## src/rtl/mem_access_unit.sv

```systemverilog
// rtl/mem_access_unit.sv - multicycle fetch/load/store sequencer in front of the unified memory
//
// Purpose:
//   Arbitrates between instruction-fetch and data load/store requests, runs
//   each accepted access as a fixed ACCESS -> RESP two-cycle sequence against a
//   memory with combinational read data, and latches read results into the
//   Instruction Register (IR) and Memory Data Register (MDR).
//
// Ports:
//   Clk, Reset_n                  clock, synchronous active-low reset
//   FetchReq/FetchAddr            fetch request (held until FetchGnt)
//   FetchGnt, Instr, InstrValid   fetch accept pulse, IR contents, IR-updated pulse
//   DataReq/DataWe/DataAddr/
//   DataWData                     load/store request (held until DataGnt)
//   DataGnt, DataRData, DataValid data accept pulse, MDR contents, done pulse
//   AddrErr                       out-of-range flag, pulses with the Valid
//   Busy                          sequencer not idle
//   MemAddress/MemWriteData/
//   MemWriteEnable, MemData       memory-side address, write port, read data

module mem_access_unit #(
  parameter int DEPTH = 1024,
  parameter int AW    = 32,
  parameter int DW    = 32
) (
  input  logic          Clk,
  input  logic          Reset_n,

  input  logic          FetchReq,
  input  logic [AW-1:0] FetchAddr,
  output logic          FetchGnt,
  output logic [DW-1:0] Instr,
  output logic          InstrValid,

  input  logic          DataReq,
  input  logic          DataWe,
  input  logic [AW-1:0] DataAddr,
  input  logic [DW-1:0] DataWData,
  output logic          DataGnt,
  output logic [DW-1:0] DataRData,
  output logic          DataValid,

  output logic          AddrErr,
  output logic          Busy,

  output logic [AW-1:0] MemAddress,
  output logic [DW-1:0] MemWriteData,
  output logic          MemWriteEnable,
  input  logic [DW-1:0] MemData
);

  localparam logic [1:0] IDLE   = 2'd0;
  localparam logic [1:0] ACCESS = 2'd1;
  localparam logic [1:0] RESP   = 2'd2;

  logic [1:0]    state;
  logic [AW-1:0] acc_addr;
  logic [DW-1:0] acc_wdata;
  logic          acc_data;      // 1 = data access, 0 = fetch
  logic          acc_we;        // data access is a store
  logic          acc_oor;       // address was >= DEPTH at accept time
  logic          last_was_data; // winner of the most recent conflict
  logic [DW-1:0] ir;
  logic [DW-1:0] mdr;

  logic arb_point;
  logic any_req;
  logic conflict;
  logic win_data;
  logic fetch_oor;
  logic data_oor;

  // Arbitration only feeds register inputs; no request input reaches an
  // output port combinationally.
  assign arb_point = (state == IDLE) || (state == RESP);
  assign any_req   = FetchReq || DataReq;
  assign conflict  = FetchReq && DataReq;
  // On a conflict the side that lost the previous conflict wins; the flag
  // resets to 0 so the first conflict after reset goes to data.
  assign win_data  = conflict ? !last_was_data : DataReq;
  assign fetch_oor = (FetchAddr >= AW'(DEPTH));
  assign data_oor  = (DataAddr  >= AW'(DEPTH));

  always_ff @(posedge Clk) begin
    if (!Reset_n) begin
      state         <= IDLE;
      acc_addr      <= '0;
      acc_wdata     <= '0;
      acc_data      <= 1'b0;
      acc_we        <= 1'b0;
      acc_oor       <= 1'b0;
      last_was_data <= 1'b0;
      ir            <= '0;
      mdr           <= '0;
    end else begin
      case (state)
        IDLE, RESP: begin
          if (arb_point && any_req) begin
            state    <= ACCESS;
            acc_data <= win_data;
            acc_we   <= win_data && DataWe;
            acc_addr <= win_data ? DataAddr : FetchAddr;
            acc_oor  <= win_data ? data_oor : fetch_oor;
            // Write data only matters for stores; keep it clean otherwise.
            acc_wdata <= (win_data && DataWe) ? DataWData : '0;
            if (conflict) begin
              last_was_data <= win_data;
            end
          end else begin
            state <= IDLE;
          end
        end

        ACCESS: begin
          state <= RESP;
          // Out-of-range reads return zero instead of whatever the memory
          // drives for an unmapped address.
          if (!acc_data) begin
            ir <= acc_oor ? '0 : MemData;
          end else if (!acc_we) begin
            mdr <= acc_oor ? '0 : MemData;
          end
        end

        default: begin
          state <= IDLE;
        end
      endcase
    end
  end

  logic in_access;
  logic in_resp;
  logic store_access;

  assign in_access    = (state == ACCESS);
  assign in_resp      = (state == RESP);
  assign store_access = acc_data && acc_we;

  assign FetchGnt   = in_access && !acc_data;
  assign DataGnt    = in_access &&  acc_data;
  assign InstrValid = in_resp   && !acc_data;
  assign DataValid  = in_resp   &&  acc_data;
  assign AddrErr    = in_resp   &&  acc_oor;
  assign Busy       = (state != IDLE);

  assign Instr     = ir;
  assign DataRData = mdr;

  // Memory-side signals are parked at zero outside the ACCESS cycle; the
  // write strobe exists only for the single ACCESS edge of an in-range store.
  assign MemAddress     = in_access ? acc_addr : '0;
  assign MemWriteData   = (in_access && store_access) ? acc_wdata : '0;
  assign MemWriteEnable = in_access && store_access && !acc_oor;

endmodule

```

## config.mk

```make
export PLATFORM = sky130hd
export DESIGN_NAME = mem_access_unit
export DESIGN_NICKNAME = d
export VERILOG_FILES = /design/src/rtl/mem_access_unit.sv
export SDC_FILE = /design/constraint.sdc
export NUM_CORES = 1
export LEC_CHECK = 0
export ABC_AREA = 1
export CORE_ASPECT_RATIO = 1.5
export CORE_MARGIN = 1.5
export CORE_UTILIZATION = 42
export CTS_BUF_LIST = sky130_fd_sc_hd__clkbuf_4 sky130_fd_sc_hd__clkbuf_8 sky130_fd_sc_hd__clkbuf_16
export CTS_CLUSTER_SIZE = 25
export DETAILED_ROUTE_END_ITERATION = 8
export GPL_TIMING_DRIVEN = 0
export PLACE_DENSITY = 0.9
export SLEW_MARGIN = 20
export SYNTH_ARGS = -nofsm -noshare
export SYNTH_HDL_FRONTEND = slang
export SYNTH_SLANG_ARGS = --single-unit
```

## constraint.sdc

```tcl
create_clock -name Clk -period 1.75 [get_ports Clk]
set_input_delay 0.35 -clock Clk [delete_from_list [all_inputs] [get_ports Clk]]
set_output_delay 0.35 -clock Clk [all_outputs]
set_load 0.02 [all_outputs]
```

## Yosys cells after proc, flatten, opt, wreduce, memory -nomap -nowiden

Cells that the tools add are included.

| storage, ports and cells | value |
|---|---|
| register bits | 134 |
| input bits | 133 |
| output and inout port bits | 135 |
| logic and storage cells | 47 |

| cells by class | value |
|---|---|
| equal/unequal tests | 2 |
| bitwise gates (word level) | 2 |
| $lt $le $gt $ge | 2 |
| reduce and logical (&&, ||, !) cells | 23 |
| muxes and demuxes | 9 |

Operator list:

| kind | number |
|---|---|
| 32-bit 2-to-1 mux | 5 |
| 32-bit by 11-bit >= comparator with 1-bit output, second input constant | 2 |
| 1-bit logical AND | 11 |
| 3-bit AND reduction | 2 |
| 2-bit one-hot mux with 2 select lines | 1 |
| 2-bit AND reduction | 2 |
| 1-bit zero test | 3 |
| 1-bit 2-to-1 mux | 3 |
| 2-bit by 1-bit == test with 1-bit output, second input constant | 1 |
| 2-bit == test, second input constant | 1 |
| 2-bit zero test | 1 |
| 1-bit logical OR | 2 |
| 1-bit NOT | 2 |
| 2-bit nonzero test | 1 |
| 2-bit OR reduction | 1 |

## Logic depth before layout (Yosys ltp)

Gate-level depths: netlist of the first run.

| logic depth | value |
|---|---|
| depth after elaboration | 5 |
| gate-level depth with buffers | 8 |
| depth with buffers taken out | 8 |

## Worst setup path before layout of the first run

OpenSTA, ideal clock, no wires.

| timing | value |
|---|---|
| path type | reg-to-output |
| start point | register state[1] |
| end point | output MemWriteData[0] |
| cell stages (with the launch flop) | 7 |
| arrival | 1.541 ns |
| path buffers | 1 |
| required time | 1.400 ns |
| slack | -0.141 ns |
| cell sequence | dfxtp_1 > inv_1 > nand2_2 > nor2_1 > nand2_1 > clkbuf_1 > nor2_1 |

| between the ends | value |
|---|---|
| word-level cells in the longest chain between the ends | 3 |

RTL lines:

| element | RTL line | RTL |
|---|---|---|
| start, declared | 56 | `logic [1:0] state;` |
| start signal, assigned | 86 | `state <= IDLE;` |
| start signal, assigned | 99 | `state <= ACCESS;` |
| start signal, assigned | 110 | `state <= IDLE;` |
| 2-bit by 1-bit == test with 1-bit output | 136 | `assign in_access = (state == ACCESS);` |
| 1-bit logical AND | 153 | `assign MemWriteData = (in_access && store_access) ? acc_wdata : '0;` |
| 32-bit 2-to-1 mux | 153 |  |
| end, declared | 47 | `output logic [DW-1:0] MemWriteData,` |

Every way passes these cells.

## Worst setup path after layout of the first run

| timing | value |
|---|---|
| start point | register state[1] |
| end point | output MemWriteData[16] |

Same word-level chain as after synthesis.

==> results of run 1 <==
[report_power, final]
part / internal [W] / total, W / leakage (nW) / switching [W]
logic: 0.000760 / 0.00168 / 2.82 / 0.000916
clock network: 0.00213 / 0.00352 / 0.282 / 0.00140
registers: 0.00326 / 0.00337 / 1.10 / 0.000108
total: 0.00614 / 0.00856 / 4.21 / 0.00242
[kinds of logic (layout without fill, tap and decap cells)]
kind of cell,count (synthesis),count (layout),share of synthesized area (%)
DFF,134,134,46.47
and+or+nand+nor,348,349,24.51
buffers and inverters,162,469,11.05
AOI/OAI and AO/OA,198,198,17.97
[synthesized netlist by cell type]
| master | n | area (µm²) |
|---|---|---|
| clkbuf_2 | 1 | 5.000 |
| a31oi_1 | 33 | 206.5 |
| nand2_1 | 148 | 555.5 |
| nand3_1 | 4 | 20.02 |
| buf_4 | 3 | 22.52 |
| buf_1 | 7 | 26.28 |
| o21ai_0 | 89 | 445.4 |
| clkinv_1 | 2 | 7.510 |
| clkbuf_1 | 38 | 142.6 |
| nor2_1 | 158 | 593.1 |
| nor2_2 | 1 | 6.260 |
| inv_1 | 94 | 352.8 |
| buf_2 | 14 | 70.07 |
| nor3_4 | 1 | 16.27 |
| a211oi_1 | 2 | 15.01 |
| a21oi_1 | 74 | 370.4 |
| nand2_2 | 1 | 6.260 |
| nor3_1 | 1 | 5.000 |
| and2_1 | 1 | 6.260 |
| nand4_1 | 33 | 206.5 |
| inv_2 | 3 | 11.26 |
| dfxtp_1 | 134 | 2683 |
[worst max-delay path, cell delays in order (launching register included)]
cell,delay (ns)
dfxtp_2,0.33
inv_4,0.09
nand2_8,0.07
nor2_4,0.14
nand2_8,0.12
clkbuf_16,0.19
nor2_1,0.12
buf_4,0.17
[worst paths after layout]
check	startpoint	end	slack, ns	cells after the start
worst max-delay path	state[1]	MemWriteData[16]	-0.26	7
worst min-delay path	DataWe	acc_wdata[31]	0.29	3
worst max register to register	state[0]	acc_wdata[23]	0.12	7
worst min register to register	acc_wdata[22]	acc_wdata[22]	0.47	2
[sequential cells by signal, indices dropped and copies added, names as in the netlist]
| signal | flops |
|---|---|
| DataRData | 32 |
| Instr | 32 |
| acc_addr | 32 |
| acc_data | 1 |
| acc_oor | 1 |
| acc_wdata | 32 |
| acc_we | 1 |
| last_was_data | 1 |
| state | 2 |
[through the flow]
step | hold slack, ns | setup TNS (ns) | setup slack, ns | total power (W) | utilization [%]
after detailed placement | 0.4568 | -44.16 | -0.6454 | 0.004950 | 64.08
after CTS | 0.2773 | -9.478 | -0.2153 | 0.008478 | 69.79
final | 0.2896 | -8.601 | -0.2631 | 0.008562 | 73.26
after global routing | 0.3078 | -13.08 | -0.3059 | 0.008883 | 73.26
after global placement | 0.4488 | -38.56 | -0.6464 | 0.004915 | 64.08
after floorplan | 0.4367 | -0.2606 | -0.008687 | 0.004155 | -
[timing repair]
item / 4_1_cts / 5_1_grt
cloned: 3 / 2
resized for setup: 398 / 130
setup endpoints to repair: 74 / 93
pin swaps: 2 / 4
buffers inserted: 4 / 3
[cell type report]
type / count / area [µm²]
plain buffers: 62 / 396.6
inverters: 99 / 379.1
clock buffers: 18 / 432.9
flip-flops and latches: 134 / 2689
repair buffers: 276 / 2830
clock inverters: 14 / 152.6
fillers: 945 / 3601
well taps: 162 / 202.7
multi-input cells: 547 / 2784
[metal layers]
metal | up-vias | GRT usage (%)
met5 | - | 0
met4 | 0 | 15.71
met3 | 67 | 5.744
met2 | 327 | 52.26
met1 | 3173 | 29.19
li1 | 3300 | -
==> summary.txt, run 1 <==
Global routing
  – Number of global-route vias before repair: about 6,800
  – Pin count of the biggest net entering global routing: 20
  – Initial antenna violation count: 0
  – Grt total ovfl: 0
  – First-pass GRT wire length: between 30 and 40 mm
  – GR Util All Layers: 28.21%

Timing
  – Slew margin rel.: 61.74%
  – Tcrit/Tclk final: 115.0%
  – Endpoints failing hold: 0
  – Setup violators final: 67
  – Worst Skew: 0.01065 ns
  – Worst slew pin tran: approximately 0.57 ns
  – Final Critical Period: a little over 2 ns
  – Final Max Tran Viols: 0
  – RSZ-0062 raised after global routing: true
  – Final worst slack: -0.2631 ns
  – Max Freq: 496.7 MHz

Place
  – Placed Cells incl. Taps: 1,269
  – Post-detail-place hpwl: 15.20 mm
  – Port buffer count: between 200 and 300
  – Gpl congestion: 0.9001
  – Placed instance area: 8631 µm²

Finish
  – Nets@finish: 1,270
  – Layout area overhead: 70.91%
  – Fin area: 9867 µm²
  – Post-Layout Cell Count: 1,312
  – Most frequent cells in the layout: clkdlybuf4s50_1 (175), nand2_1 (147), dfxtp_1 (131)
  – N_diodes: 0
  – Layout cells sized above 1: approximately 17%
  – Most common cell after layout, fill and taps aside: clkdlybuf4s50_1

Floorplanning
  – Die span in y: 146.6 µm
  – Initial core utilization: 42.87%
  – Die area: roughly 14,000 µm²
  – Row cnt: 52
  – Core Area: 13,470 µm²
  – Die Wd: 98.73 µm
  – Io pins: 268

Outcome
  – Failing checks: DRC, setup timing
  – Status: finished with violations

Detailed routing
  – Drt total wl: 21.39 mm
  – Wire length on met2: 11.40 mm
  – Initial DRT Pass Iterations: 7
  – Antenna Nets Post-Route: 0
  – Via density: 5.234
  – Initial detailed-routing violation count: 350
  – DR vias: 6,867
  – DRT met1 WL: 7.670 mm
  – DR WL met3: 1.328 mm
  – DR top layer: met4
  – Drt drc: 17
  – WL per Instance: 16.31 µm

Logic synthesis
  – Unique masters post-synth: 22
  – #FFs+latches synth: about 130
  – Synth warn: 0
  – Syn Nets: 975
  – Synthesized area: 5773 µm²
  – Post-synthesis cell count: 842
  – Syn avg cell area: 6.856 µm²
  – Register area share after synthesis: 46.47%

Clocking
  – Clock Pin Slew Worst Setup and Hold Paths: about 0.05 ns
  – TritonCTS Sinks: 134
  – TritonCTS clock tree: yes
  – CTS Buffer Depth: 2
  – Root Driver: clkbuf_16
  – Post-CTS Hold Buffers: 0
  – Worst-Skew Late Latency: 0.41 ns
  – Inserted Clock Buffers: 17
  – H-tree levels: 4

Worst setup path
  – Crit Path Max Fanout: 8
  – Required time worst endpoint: about 1.4 ns
  – Crit. End Element: primary output
  – Worst EP arrival: 1.66 ns
  – Critical path startpoint category: register
  – Crit Path Category: register to primary output

Power and ir drop
  – Maximum VDD drop: 0.6183 mV
  – PwrDens: 867.8 nW/µm²
  – LEAKAGE: 4.205 nW

Job
  – Max_cap viols: 0

Min path
  – HP Class: input pin to register
(Power assumes the default switching activity.)
==> run 2, diff against run 1 <==
- ABC_AREA: 1 -> default
- PLACE_DENSITY: 0.9 -> 0.89
==> run 2 against run 1 <==
The flow finishes with violations (setup timing); cell area rose by 5.2%; wire length fell by 2.0%; sequential cell count unchanged; critical path depth is 1 lower; via count is 11% lower; synthesized cell count shrank 18%; critical path type unchanged; largest power group unchanged.
==> summary.txt, run 2 <==
Outcome
  – Status: finished with violations
  – Failing checks: setup timing

Worst setup path
  – R2r worst-path depth: 9 (+2)
  – Crit. End Element: primary output
  – R2R Setup Slk: -0.16 ns (-0.28 ns)
  – Critical Path Most Common Cell: buf_6
  – Worst path slowest cell: dfxtp_2
  – Worst EP arrival: 1.73 ns (+0.07 ns)
  – Worst R2R Start: state[0]
  – Crit Path Max Fanout: 5 (-3)
  – Crit. path cell count: 6 (-1)
  – Top cell family by delay on the critical path: simple AND/OR/NAND/NOR gates
  – R2R Path End: DataRData[12]
  – Crit path cell chain: and2b_2 -> buf_6 -> and3_4 -> clkbuf_8 -> and2_4 -> buf_6
  – Launch point of the worst path: state[1]
  – Number of buffers and inverters on the critical path: 3 (unchanged)
  – Worst path max stage delay: 0.32 ns (about the same)
  – Critical path startpoint category: register
  – Worst setup path end: MemWriteData[12]
  – Crit Path Category: register to primary output
  – Required time worst endpoint: 1.40 ns (about the same)

Clocking
  – TritonCTS clock tree: yes
  – H-tree levels: 4 (unchanged)
  – Root Driver: clkbuf_16
  – Worst-Skew Late Latency: 0.41 ns (about the same)
  – CTS Buffer Depth: 2 (unchanged)
  – Post-CTS Hold Buffers: 0 (unchanged)
  – Inserted Clock Buffers: 17 (unchanged)
  – Clock Pin Slew Worst Setup and Hold Paths: 0.06 ns (about the same)
  – TritonCTS Sinks: 134 (unchanged)

Place
  – Post-detail-place hpwl: 14.44 mm (-5.0%)
  – Gpl congestion: 0.8990 (-0.12%)
  – Placed Cells incl. Taps: 1,149 (-9.5%)
  – Port buffer count: 266 (+0.38%)
  – Placed instance area: 8962 µm² (+3.8%)
  – Dpl ws: -0.8255 ns (-0.1800 ns)

Logic synthesis
  – Syn Nets: 824 (-15%)
  – Synth warn: 0 (unchanged)
  – Cell taking the most area after synthesis: dfxtp_1
  – Async SR Flop Fraction: 0% (unchanged)
  – Most frequent cell after synthesis: nand2_1
  – Synth area leaders: dfxtp_1 (44%), nand2_1 (10%), and2_1 (6.9%)
  – Post-synth top area share: 44.27% (-2.2 points)
  – Unique masters post-synth: 34 (+55%)
  – Main synth FF type: dfxtp_1
  – Top cells by count, synth: nand2_1 (165), dfxtp_1 (134), and2_1 (67), nor2b_1 (67)
  – Synthesized area: 6060 µm² (+5.0%)
  – Post-synthesis cell count: 691 (-18%)
  – Syn avg cell area: 8.769 µm² (+28%)
  – #FFs+latches synth: 134 (unchanged)
  – EDFF count, synth: 0 (unchanged)
  – Register area share after synthesis: 44.27% (-2.2 points)

Global routing
  – Busiest grt layer: met2
  – Met2 Track Usage GR: 49.60% (-2.7 points)
  – Met3 Use GR: 6.035% (+0.29 points)
  – GR Util All Layers: 26.16% (-2.1 points)
  – Initial antenna violation count: 0 (unchanged)
  – First-pass GRT wire length: 30.84 mm (-5.5%)
  – Met1 GRT Util: 26.40% (-2.8 points)
  – Pin count of the biggest net entering global routing: 17 (-15%)
  – Number of global-route vias before repair: 6,105 (-11%)
  – Grt total ovfl: 0 (unchanged)

Timing
  – Setup TNS: -18.95 ns (-10.35 ns)
  – Endpoints failing hold: 0 (unchanged)
  – Final Max Tran Viols: 0 (unchanged)
  – Slew margin rel.: 64.00% (+2.3 points)
  – Hold slack: 0.4496 ns (+0.1600 ns)
  – Setup violators final: 97 (+45%)
  – Final worst slack: -0.3272 ns (-0.06409 ns)
  – Final Critical Period: 2.077 ns (+0.06409 ns)
  – Worst Skew: 0.006262 ns (-0.004385 ns)
  – Worst slew pin tran: 0.5351 ns (-0.03885 ns)
  – Tcrit/Tclk final: 118.7% (+3.7 points)
  – RSZ-0062 raised after global routing: true
  – Max Freq: 481.4 MHz (-3.1%)

Finish
  – Layout cells sized above 1: 25.02% (+7.8 points)
  – Most frequent cells in the layout: clkdlybuf4s50_1 (181), nand2_1 (159), dfxtp_1 (130)
  – Nets@finish: 1,136 (-11%)
  – Fin area: 10,380 µm² (+5.2%)
  – N_diodes: 0 (unchanged)
  – Most common cell after layout, fill and taps aside: clkdlybuf4s50_1
  – Fill count: 985 (+4.2%)
  – Layout area overhead: 71.36%
  – Post-Layout Cell Count: 1,207 (-8.0%)

Power and ir drop
  – Maximum VDD drop: 0.6025 mV (-2.6%)
  – LEAKAGE: 4.592 nW (+9.2%)
  – PwrDens: 833.7 nW/µm² (-3.9%)

Floorplanning
  – Core Area: 14,060 µm² (+4.4%)
  – Row cnt: 53 (+1.9%)
  – Initial core utilization: 43.10% (+0.24 points)
  – Io pins: 268 (unchanged)
  – Die span in y: 150.1 µm (+2.4%)
  – Die area: 15,170 µm² (+4.8%)
  – Die Wd: 101.1 µm (+2.4%)

Job
  – Max_cap viols: 0 (unchanged)

Detailed routing
  – Initial detailed-routing violation count: 263 (-25%)
  – Via density: 5.077 (-3.0%)
  – WL per Instance: 17.37 µm (+6.5%)
  – Initial DRT Pass Iterations: 5 (-2)
  – Drt total wl: 20.97 mm (-2.0%)
  – Drt drc: 0 (-17)
  – DR vias: 6,128 (-11%)
  – Antenna Nets Post-Route: 0 (unchanged)

Min path
  – HP Class: register to register
## run 2: cell type report
cell class                 count  area, µm²  area share, %
buffer                        54      406.6          3.916
timing repair buffer         296       3122          30.06
clock inverter                12      177.7          1.711
clock buffer                  19      446.7          4.302
multi-input combinational    497       3279          31.58
inverter                       3      18.77         0.1807
tap                          192      240.2          2.314
sequential                   134       2693          25.93
## run 2: routing by layer
metal,vias to the layer above,share of wire (%),wire [µm]
met4,0,4.0,841
met3,48,6.0,1267
met5,-,0,0
met1,2896,35,7238
li1,2945,-,-
met2,239,55,11620
## run 2: power breakdown
part | total, W | switching (W) | leakage, nW | internal [W]
registers | 0.00332 | 0.000108 | 1.10 | 0.00321
clock network | 0.00380 | 0.00136 | 0.307 | 0.00244
logic | 0.00154 | 0.000702 | 3.19 | 0.000834
## run 2: worst min path at each step
stage	startpoint	endpoint	slack, ns	cells after the start
final	Instr[5]	Instr[5]	0.45	2
after CTS	Instr[5]	Instr[5]	0.45	2
after global routing	DataRData[2]	DataRData[2]	0.47	2
after detailed placement	Instr[5]	Instr[5]	0.44	2
after floorplan	acc_addr[0]	acc_addr[0]	0.46	1
after global placement	Instr[3]	Instr[3]	0.44	2
## run 2: kinds of logic after synthesis
group                     after synthesis  synth area share (%)
muxes                                  32                 5.286
AOI/OAI and AO/OA                     133                 18.21
and+or+nand+nor                       330                 27.19
xor gates and xnor gates                1                0.1446
DFF                                   134                 44.27
buffers and inverters                  61                 4.894
## run 2: timing repair
item                                    CTS  global route
resized for setup                       465           132
pin swaps                                34            38
cloned                                    6             5
setup buffers                            12             8
endpoints found under the setup margin   74           156
## run 2: per-stage QoR
step	utilization, %	total power (W)
final	73.86	0.008657
after global routing	73.86	0.008954
after CTS	70.74	0.008567
after detailed placement	63.75	0.004719
after global placement	63.75	0.004693
after floorplan	-	0.004033
## run 2: worst register-to-register path, delay by kind of cell, from the launching register on
kind	cells	cell delay (ns)
DFF	1	0.35
and+or+nand+nor	3	0.51
AOI/OAI and AO/OA	1	0.26
buffers and inverters	5	0.69
